## config.mk

```make
export PLATFORM = sky130hd
export DESIGN_NAME = axi_addr_rr_arbiter_flat
export DESIGN_NICKNAME = d
export VERILOG_FILES = /design/src/rtl/axi_addr_rr_arbiter_if.sv /design/src/rtl/axi_addr_rr_arbiter.sv /design/src/flat_wrapper.sv
export SDC_FILE = /design/constraint.sdc
export NUM_CORES = 1
export LEC_CHECK = 0
export CORE_AREA = 2 2 145 147
export DETAILED_ROUTE_END_ITERATION = 8
export DIE_AREA = 0 0 147 149
export GPL_TIMING_DRIVEN = 0
export HOLD_SLACK_MARGIN = 0.02
export PLACE_DENSITY_LB_ADDON = 0.1
export SYNTH_ARGS = -nofsm -noshare
export SYNTH_HDL_FRONTEND = slang
export SYNTH_SLANG_ARGS = --single-unit
```

## constraint.sdc

```tcl
create_clock -name clk -period 4.55 [get_ports clk]
set_input_delay 0.455 -clock clk [delete_from_list [all_inputs] [get_ports clk]]
set_output_delay 0.455 -clock clk [all_outputs]
set_load 0.005 [all_outputs]
```

## src/rtl/axi_addr_rr_arbiter_if.sv

```systemverilog
// Bundle of the master-side, downstream and decode-error signals of the address arbiter.
// The arbiter is the slave of this bundle. The driver of the bundle (masters, interconnect, map) uses the master modport.
interface axi_addr_rr_arbiter_if #(
  parameter int NB_MASTER  = 3,
  parameter int NB_SLAVE   = 3,
  parameter int ADDR_WIDTH = 32,
  parameter int ID_WIDTH   = 2
);
  logic [NB_MASTER-1:0]            m_valid_i;
  logic [NB_MASTER-1:0]            m_ready_o;
  logic [NB_MASTER*ADDR_WIDTH-1:0] m_addr_i;
  logic [NB_MASTER*ID_WIDTH-1:0]   m_id_i;
  logic [NB_SLAVE*ADDR_WIDTH-1:0]  start_addr_i;
  logic [NB_SLAVE*ADDR_WIDTH-1:0]  end_addr_i;
  logic                            s_valid_o;
  logic                            s_ready_i;
  logic [ADDR_WIDTH-1:0]           s_addr_o;
  logic [ID_WIDTH+1:0]             s_id_o;
  logic [NB_SLAVE-1:0]             s_sel_o;
  logic                            done_i;
  logic                            err_valid_o;
  logic                            err_ready_i;
  logic [ID_WIDTH+1:0]             err_id_o;
  logic [3:0]                      outstanding_o;

  modport slave (
    input  m_valid_i, m_addr_i, m_id_i, start_addr_i, end_addr_i,
           s_ready_i, done_i, err_ready_i,
    output m_ready_o, s_valid_o, s_addr_o, s_id_o, s_sel_o,
           err_valid_o, err_id_o, outstanding_o
  );

  modport master (
    output m_valid_i, m_addr_i, m_id_i, start_addr_i, end_addr_i,
           s_ready_i, done_i, err_ready_i,
    input  m_ready_o, s_valid_o, s_addr_o, s_id_o, s_sel_o,
           err_valid_o, err_id_o, outstanding_o
  );
endinterface

```

## src/rtl/axi_addr_rr_arbiter.sv

```systemverilog
// Round-robin address-channel arbiter with region decode, ID extension, outstanding throttle
// and a local decode-error responder for unmapped addresses.
module axi_addr_rr_arbiter #(
  parameter int NB_MASTER       = 3,
  parameter int NB_SLAVE        = 3,
  parameter int ADDR_WIDTH      = 32,
  parameter int ID_WIDTH        = 2,
  parameter int MAX_OUTSTANDING = 4
) (
  input  logic                  clk,
  input  logic                  rst,
  axi_addr_rr_arbiter_if.slave  bus
);
  localparam int          IDW  = ID_WIDTH + 2;
  localparam logic [2:0]  NBM  = 3'(NB_MASTER);
  localparam logic [1:0]  LAST = 2'(NB_MASTER - 1);
  localparam logic [3:0]  MAX4 = 4'(MAX_OUTSTANDING);

  typedef enum logic [1:0] {IDLE, FWD, ERR} state_e;

  state_e                state_q, state_d;
  logic [1:0]            rr_q, rr_d;
  logic [3:0]            cnt_q, cnt_d;
  logic [ADDR_WIDTH-1:0] addr_q, addr_d;
  logic [IDW-1:0]        id_q, id_d;
  logic [NB_SLAVE-1:0]   sel_q, sel_d;

  logic [3:0]            valid_pad;
  logic [2:0]            cand;
  logic                  found;
  logic [1:0]            win;
  logic [ADDR_WIDTH-1:0] win_addr;
  logic [ID_WIDTH-1:0]   win_id;
  logic                  hit;
  logic [NB_SLAVE-1:0]   hit_sel;
  logic                  grant;
  logic                  fwd_hs;

  assign valid_pad = 4'(bus.m_valid_i);

  // First valid master at or after the RR pointer, wrapping modulo NB_MASTER
  always_comb begin
    found = 1'b0;
    win   = '0;
    cand  = '0;
    for (int k = 0; k < NB_MASTER; k++) begin
      cand = {1'b0, rr_q} + 3'(k);
      if (cand >= NBM) cand = cand - NBM;
      if (!found && valid_pad[cand[1:0]]) begin
        found = 1'b1;
        win   = cand[1:0];
      end
    end
  end

  always_comb begin
    win_addr = '0;
    win_id   = '0;
    for (int m = 0; m < NB_MASTER; m++) begin
      if (win == 2'(m)) begin
        win_addr = bus.m_addr_i[m*ADDR_WIDTH +: ADDR_WIDTH];
        win_id   = bus.m_id_i[m*ID_WIDTH +: ID_WIDTH];
      end
    end
  end

  // Lowest-index region wins on overlap, keeping the select one-hot
  always_comb begin
    hit     = 1'b0;
    hit_sel = '0;
    for (int i = 0; i < NB_SLAVE; i++) begin
      if (!hit && win_addr >= bus.start_addr_i[i*ADDR_WIDTH +: ADDR_WIDTH]
               && win_addr <= bus.end_addr_i[i*ADDR_WIDTH +: ADDR_WIDTH]) begin
        hit        = 1'b1;
        hit_sel[i] = 1'b1;
      end
    end
  end

  assign grant  = !rst && (state_q == IDLE) && found && (cnt_q < MAX4);
  assign fwd_hs = (state_q == FWD) && bus.s_ready_i;

  always_comb begin
    bus.m_ready_o = '0;
    for (int m = 0; m < NB_MASTER; m++) begin
      if (grant && win == 2'(m)) bus.m_ready_o[m] = 1'b1;
    end
  end

  always_comb begin
    state_d = state_q;
    rr_d    = rr_q;
    addr_d  = addr_q;
    id_d    = id_q;
    sel_d   = sel_q;
    cnt_d   = cnt_q;
    case (state_q)
      IDLE: begin
        if (grant) begin
          addr_d  = win_addr;
          id_d    = {win, win_id};
          sel_d   = hit_sel;
          rr_d    = (win == LAST) ? 2'd0 : win + 2'd1;
          state_d = hit ? FWD : ERR;
        end
      end
      FWD:     if (bus.s_ready_i) state_d = IDLE;
      ERR:     if (bus.err_ready_i) state_d = IDLE;
      default: state_d = IDLE;
    endcase
    // Completion and new forward in the same cycle cancel out
    if (fwd_hs && !bus.done_i)                      cnt_d = cnt_q + 4'd1;
    else if (!fwd_hs && bus.done_i && cnt_q != '0)  cnt_d = cnt_q - 4'd1;
  end

  always_ff @(posedge clk or posedge rst) begin
    if (rst) begin
      state_q <= IDLE;
      rr_q    <= '0;
      cnt_q   <= '0;
      addr_q  <= '0;
      id_q    <= '0;
      sel_q   <= '0;
    end else begin
      state_q <= state_d;
      rr_q    <= rr_d;
      cnt_q   <= cnt_d;
      addr_q  <= addr_d;
      id_q    <= id_d;
      sel_q   <= sel_d;
    end
  end

  assign bus.s_valid_o     = (state_q == FWD);
  assign bus.err_valid_o   = (state_q == ERR);
  assign bus.s_addr_o      = addr_q;
  assign bus.s_id_o        = id_q;
  assign bus.s_sel_o       = sel_q;
  assign bus.err_id_o      = id_q;
  assign bus.outstanding_o = cnt_q;
endmodule

```

## src/flat_wrapper.sv

```systemverilog
// flat-port wrapper written by rule: the top's interface ports become plain ports
module axi_addr_rr_arbiter_flat 
#(
  parameter int NB_MASTER       = 3,
  parameter int NB_SLAVE        = 3,
  parameter int ADDR_WIDTH      = 32,
  parameter int ID_WIDTH        = 2,
  parameter int MAX_OUTSTANDING = 4
)
  (clk, rst, bus_m_valid_i, bus_m_addr_i, bus_m_id_i, bus_start_addr_i, bus_end_addr_i, bus_s_ready_i, bus_done_i, bus_err_ready_i, bus_m_ready_o, bus_s_valid_o, bus_s_addr_o, bus_s_id_o, bus_s_sel_o, bus_err_valid_o, bus_err_id_o, bus_outstanding_o);
  axi_addr_rr_arbiter_if #(.NB_MASTER(NB_MASTER), .NB_SLAVE(NB_SLAVE), .ADDR_WIDTH(ADDR_WIDTH), .ID_WIDTH(ID_WIDTH)) bus_i ();
  input  logic clk;
  input  logic rst;
  input wire logic [$bits(bus_i.m_valid_i)-1:0] bus_m_valid_i;
  input wire logic [$bits(bus_i.m_addr_i)-1:0] bus_m_addr_i;
  input wire logic [$bits(bus_i.m_id_i)-1:0] bus_m_id_i;
  input wire logic [$bits(bus_i.start_addr_i)-1:0] bus_start_addr_i;
  input wire logic [$bits(bus_i.end_addr_i)-1:0] bus_end_addr_i;
  input wire logic [$bits(bus_i.s_ready_i)-1:0] bus_s_ready_i;
  input wire logic [$bits(bus_i.done_i)-1:0] bus_done_i;
  input wire logic [$bits(bus_i.err_ready_i)-1:0] bus_err_ready_i;
  output wire logic [$bits(bus_i.m_ready_o)-1:0] bus_m_ready_o;
  output wire logic [$bits(bus_i.s_valid_o)-1:0] bus_s_valid_o;
  output wire logic [$bits(bus_i.s_addr_o)-1:0] bus_s_addr_o;
  output wire logic [$bits(bus_i.s_id_o)-1:0] bus_s_id_o;
  output wire logic [$bits(bus_i.s_sel_o)-1:0] bus_s_sel_o;
  output wire logic [$bits(bus_i.err_valid_o)-1:0] bus_err_valid_o;
  output wire logic [$bits(bus_i.err_id_o)-1:0] bus_err_id_o;
  output wire logic [$bits(bus_i.outstanding_o)-1:0] bus_outstanding_o;
  assign bus_i.m_valid_i = bus_m_valid_i;
  assign bus_i.m_addr_i = bus_m_addr_i;
  assign bus_i.m_id_i = bus_m_id_i;
  assign bus_i.start_addr_i = bus_start_addr_i;
  assign bus_i.end_addr_i = bus_end_addr_i;
  assign bus_i.s_ready_i = bus_s_ready_i;
  assign bus_i.done_i = bus_done_i;
  assign bus_i.err_ready_i = bus_err_ready_i;
  assign bus_m_ready_o = bus_i.m_ready_o;
  assign bus_s_valid_o = bus_i.s_valid_o;
  assign bus_s_addr_o = bus_i.s_addr_o;
  assign bus_s_id_o = bus_i.s_id_o;
  assign bus_s_sel_o = bus_i.s_sel_o;
  assign bus_err_valid_o = bus_i.err_valid_o;
  assign bus_err_id_o = bus_i.err_id_o;
  assign bus_outstanding_o = bus_i.outstanding_o;
  axi_addr_rr_arbiter #(.NB_MASTER(NB_MASTER), .NB_SLAVE(NB_SLAVE), .ADDR_WIDTH(ADDR_WIDTH), .ID_WIDTH(ID_WIDTH), .MAX_OUTSTANDING(MAX_OUTSTANDING)) u_core (.clk(clk), .rst(rst), .bus(bus_i));
endmodule
```

==> run metrics, run 1 <==
synth top area cells=ha_1, dfrtp_1, inv_1; vias per cell=5.05; vias post-DR=8055; syn nets=1449; vias in the first global route=8061; fmax=225 MHz; critical path required time=4.75 ns; initial antenna violation count=0; hpwl dp=24500 microns; final period utilization=0.976; die area=21900 sq um; layout cell share with drive strength beyond 1=0.101; Final Hold Vio Count=0; TritonCTS clock tree=yes; critical path class=register to register; clk_skew=0.00745 ns; row count=53; crit end category=register; Avg Cell Area, Syn=8.07 sq um; Hold Crit Class=input pin to asynchronous set/reset pin; Pins Over Slew Limit=0; post-synth cell types=63; H-tree depth=2; clk slew on worst S/H paths=0.07 ns; pwr/cell area=538 nW/um^2; post-route insts no fill=1596; largest family of logic cells by synthesized area=adder cells; FF-to-FF Start=u_core.rr_q[0]; # setup viols final=0; antenna diode count=0; CTS Sinks=47; Tot Pwr=6.48 mW; Synth Instances=948; CP startpoint kind=register; count leader, synth=inv_1; I/O pin count=354; Placeable Area=20600 sq um; detailed router's first-iteration violation count=231; Tmin final=4.44 ns; ANT nets after route=0; Yosys Warn Count=0; Slew @ Worst Pin=0.508 ns; post-synthesis adder-cell area fraction=0.326; root buf cell=clkbuf_16; NumNets Final=1821; maximum VDD drop=0.248 mV; asr flop ratio synth=1.00; #FFs+latches synth=47; DRT Pass-1 Iters=5; global-route wire length before repair=43900 microns; drt total wl=29500 microns; hold slack=0.475 ns; Post-Synth XOR/XNOR Area=0.00229; clock buffer depth=2; area of the mapped netlist=7650 sq um; Worst-Skew Late Latency=0.30 ns; Area Overhead vs Synth=57.4%; cts hold-fix bufs=0; Avg WL per Cell=18.5 microns; Synth top cells by count=inv_1, ha_1, a21oi_1; R2R depth=17; Inst Count DP=1577; Synth Flop Type=dfrtp_1; leakage power total=5.95 nW; CTS buffer count=5; Initial Utilization=0.372; simple-gate area share of the yosys netlist=0.125; CP max FO=10; FF-to-FF setup slack=0.11 ns; critical path arrival=4.64 ns; Max Cap Viol=0; Post-synth EDFFs=0; Die W=147 microns; worst rel slew slack=0.657; r2r endpoint=u_core.bus.s_sel_o[1]; die height=149 microns; routability congestion estimate=0.915; mux contribution to synthesized area=0.0708; cell taking the most area after synthesis=ha_1; outcome=finished, final reports clean; # DRC=0; compound-gate portion of the synthesized area=0.206; port bufs=353; gr usage total=0.262; largest net degree at the start of global routing=38; total congestion overflow=0; area share of the largest cell type after synthesis=0.324; Seq/Total Area, Yosys=0.154
-- logic make-up (layout without fill, tap and decap cells) --
| logic type | Yosys count | in the layout |
|---|---|---|
| compound gates | 240 | 240 |
| fa+ha+maj | 199 | 199 |
| flops | 47 | 47 |
| xor+xnor | 2 | 2 |
| buf+inv | 220 | 593 |
| mux | 50 | 50 |
| simple gates | 190 | 190 |
-- cell type report --
type / count / area, sq um
sequential: 47 / 1180
clock buffer: 5 / 125
buffer: 19 / 161
tap: 275 / 344
multi-input combinational: 681 / 5800
fill: 1904 / 8510
inverter: 201 / 754
clock inverter: 3 / 47.5
timing repair buffer: 365 / 3640
-- placed cells by master, fill, tap and decap left out, types with 6 or more instances in the layout --
cell type	Yosys	layout
buf_4	7	19
a21o_1	27	13
o21ai_0	44	42
a21o_2	0	14
a21oi_1	86	83
nand3_1	11	11
ha_1	198	195
nor2b_1	10	10
nor3_1	13	12
a22o_1	18	18
nand2_1	65	65
inv_1	200	199
o21ai_4	0	6
o21ai_2	14	8
mux2_2	33	33
dfrtp_1	47	46
a211oi_1	8	7
nor2_1	28	28
nand4_1	31	31
mux2i_1	17	12
clkdlybuf4s50_1	0	353
-- worst max-delay path: stages, from the launching register on --
cell and delay (ns):
dfrtp_2 0.41, inv_1 0.09, ha_2 0.40, inv_2 0.07, o31a_1 0.27, o32ai_1 0.21
o21a_2 0.27, buf_6 0.22, buf_6 0.20, nand2_1 0.11, o21ai_4 0.14, ha_1 0.31
and4_1 0.23, a221o_1 0.34, a2111o_1 0.45, a21oi_4 0.19, nor2_1 0.10, o41ai_2 0.31
-- repair_timing --
item / CTS / global route
pin swaps: 6 / 5
cloned: 0 / 0
endpoints found under the hold margin: 0 / 0
setup buffers: 4 / 7
resized for setup: 35 / 24
setup endpoints to repair: 5 / 5
-- worst max-delay path by stage --
stage                      from                    end  slack (ns)  depth (start not counted)
5_1_grt          u_core.rr_q[0]  u_core.bus.s_sel_o[1]       -0.04                         17
3_5_place_dp   bus_m_valid_i[1]      u_core.state_q[1]       -0.97                         16
2_1_floorplan    u_core.rr_q[1]  u_core.bus.s_sel_o[1]        0.59                         18
4_1_cts          u_core.rr_q[0]      u_core.state_q[1]        0.02                         17
3_3_place_gp   bus_m_valid_i[1]      u_core.state_q[1]       -0.95                         16
6_report         u_core.rr_q[0]  u_core.bus.s_sel_o[1]        0.11                         17
-- layer usage --
metal,share of wire,global-route usage
met1,0.40,0.306
met2,0.50,0.488
met3,0.070,0.0489
met4,0.022,0.0788
met5,0,0
-- flip-flops by register name (all words and copies together) (netlist names) --
name                      count
u_core.bus.err_id_o           4
u_core.rr_q                   2
u_core.state_q                2
u_core.bus.s_sel_o            3
u_core.bus.s_addr_o          32
u_core.bus.outstanding_o      4
-- report_power, final --
part           total, mW  internal, mW  switching (mW)  leakage (nW)
registers          0.755         0.617           0.139         0.576
clock network      0.445         0.263           0.182        0.0844
logic               5.28          2.43            2.85          5.29
total               6.48          3.31            3.17          5.95
-- stage by stage --
| stage | setup TNS, ns | setup slack, ns | cell area (sq um) | utilization |
|---|---|---|---|---|
| global placement | -4.24 | -0.952 | 11500 | 0.561 |
| detailed placement | -4.36 | -0.971 | 11500 | 0.562 |
| CTS | 0 | 0.0160 | 11900 | 0.579 |
| global route | -0.166 | -0.0436 | 12000 | 0.586 |
| finish | 0 | 0.110 | 12000 | 0.586 |
| floorplan | 0 | 0.586 | 7650 | - |
Note: power is estimated with default switching activity, not from simulation.
==> inputs of run 2 (changes only) <==
PLACE_DENSITY_LB_ADDON = 0.05   (was 0.1)
==> run metrics, run 2 (same netlist as run 1, synthesis figures left out) <==
outcome=finished, final reports clean; clock share of power=0.065; Switching Share=0.477; gr usage total=0.263; hpwl dp=24600 microns; TritonCTS clock tree=yes; Final Hold Vio Count=0; Worst-Skew Late Latency=0.29 ns; Slowest Stage Delay on Critical Path=0.59 ns; NumNets Final=1837; fmax=224 MHz; die area=21900 sq um; global-route wire length before repair=43800 microns; routability congestion estimate=0.869; CTS buffer count=5; CP max FO=6; Placeable Area=20600 sq um; critical path endpoint=u_core.state_q[1]; # setup viols final=0; maximum VDD drop=0.262 mV; crit path cell chain=clkdlybuf4s50_1, mux2i_2, o211ai_2, o311a_1, nor2_4, buf_8, buf_12, mux2i_4, o21ai_4, buf_6, ha_4, nand4_1, or4_4, nor3_4, o21ba_4, o22a_1, a22o_1; clk slew on worst S/H paths=0.07 ns; antenna diode count=0; clk_skew=0.00453 ns; worst rel slew slack=0.649; Crit-path slowest cell=or4_4; Tot Pwr=6.85 mW; Int Power=3.58 mW; sequential power share=0.111; R2R depth=18; DRT Pass-1 Iters=4; crit path launch=bus_m_valid_i[1]; combinational power share=0.824; critical path arrival=4.65 ns; detailed router's first-iteration violation count=296; vias post-DR=8164; CTS Sinks=47; die height=149 microns; r2r endpoint=u_core.state_q[1]; vias in the first global route=7992; most common cell after layout, fill and taps aside=clkdlybuf4s50_1; vias per cell=5.06; leakage power total=6.08 nW; # DRC=0; critical path required time=4.73 ns; I/O pin count=354; switching power=3.26 mW; root buf cell=clkbuf_16; drt total wl=29900 microns; layout cell share with drive strength beyond 1=0.126; Pins Over Slew Limit=0; Slew @ Worst Pin=0.522 ns; number of flip-flops in the largest register=32; largest net degree at the start of global routing=41; cts hold-fix bufs=0; row count=53; total congestion overflow=0; H-tree depth=2; port bufs=353; ANT nets after route=0; Hold Crit Class=input pin to asynchronous set/reset pin; FF-to-FF setup slack=0.10 ns; initial antenna violation count=0; FF-to-FF Start=u_core.rr_q[1]; crit end category=register; commonest non-fill, non-tap cells in the layout=clkdlybuf4s50_1, inv_1, ha_1; clock buffer depth=2; final period utilization=0.982; CP startpoint kind=input pin; final core occ=0.607; Max Cap Viol=0; Area Overhead vs Synth=63.1%; Die W=147 microns; critical path class=input pin to register; Tmin final=4.47 ns; pwr/cell area=549 nW/um^2; Avg WL per Cell=18.6 microns; Initial Utilization=0.372
## run 2: cell count changes in the layout (fill, tap and decap cells not counted), sizes merged
cell,before,now
buf,31,46
clkbuf,5,7
clkinv,1,0
## run 2: routing by layer
layer	vias to the layer above	routed length (microns)	global-route usage
li1	4137	-	-
met1	3718	12100	0.317
met2	273	14900	0.483
met3	36	2080	0.0410
met4	0	796	0.0769
met5	-	0	0
## run 2: worst min-delay path by stage
stage                                     start                 endpoint  slack, ns  depth (start not counted)
final                                       rst   u_core.bus.err_id_o[2]       0.44                          2
after global routing                        rst  u_core.bus.s_addr_o[31]       0.48                          2
after CTS                                   rst  u_core.bus.s_addr_o[30]       0.44                          2
after detailed placement  u_core.bus.s_sel_o[1]    u_core.bus.s_sel_o[1]       0.48                          2
after global placement    u_core.bus.s_sel_o[1]    u_core.bus.s_sel_o[1]       0.47                          2
after floorplan           u_core.bus.s_sel_o[1]    u_core.bus.s_sel_o[1]       0.47                          2
## run 2: power by group through the flow
stage          Sequential [mW]  Combinational (mW)  Clock [mW]
6_report                 0.757                5.65       0.445
5_1_grt                  0.781                6.28       0.468
4_1_cts                  0.754                5.13       0.453
3_5_place_dp             0.761                4.95           0
3_3_place_gp             0.754                4.85           0
2_1_floorplan            0.753                3.05           0
## run 2: metrics by stage
| step | area [sq um] | cells | worst slack [ns] | hold WS, ns | TNS, ns |
|---|---|---|---|---|---|
| floorplan | 7650 | 948 | 0.586 | 0.474 | 0 |
| detailed placement | 11500 | 1577 | -0.780 | 0.480 | -3.58 |
| global route | 12500 | 1612 | -0.0163 | 0.478 | -0.0278 |
| CTS | 11900 | 1587 | 0.000906 | 0.443 | 0 |
| finish | 12500 | 1612 | 0.0818 | 0.440 | 0 |
| global placement | 11500 | 1576 | -0.788 | 0.468 | -3.64 |
## run 2: what timing repair did
item / CTS / global route
cloned: 0 / 1
setup endpoints to repair: 5 / 5
setup buffers: 2 / 24
gates resized for setup: 35 / 65
pin swaps: 3 / 21
## run 2: worst max-delay path, delay by kind of cell
| kind | cells | cell delay, ns |
|---|---|---|
| AO/OA/AOI/OAI | 6 | 1.28 |
| AND/OR/NAND/NOR | 4 | 1.14 |
| buffers and inverters | 4 | 0.99 |
| multiplexers | 2 | 0.52 |
| adder cells (fa/ha/maj) | 1 | 0.26 |
## run 2: cell type report
class,count,area [sq um]
inverters,201,754
repair buffers,381,3790
fillers,1895,8070
plain buffers,19,178
clock buffers,6,139
multi-input cells,681,6060
well taps,275,344
clock inverters,2,38.8
flip-flops and latches,47,1180
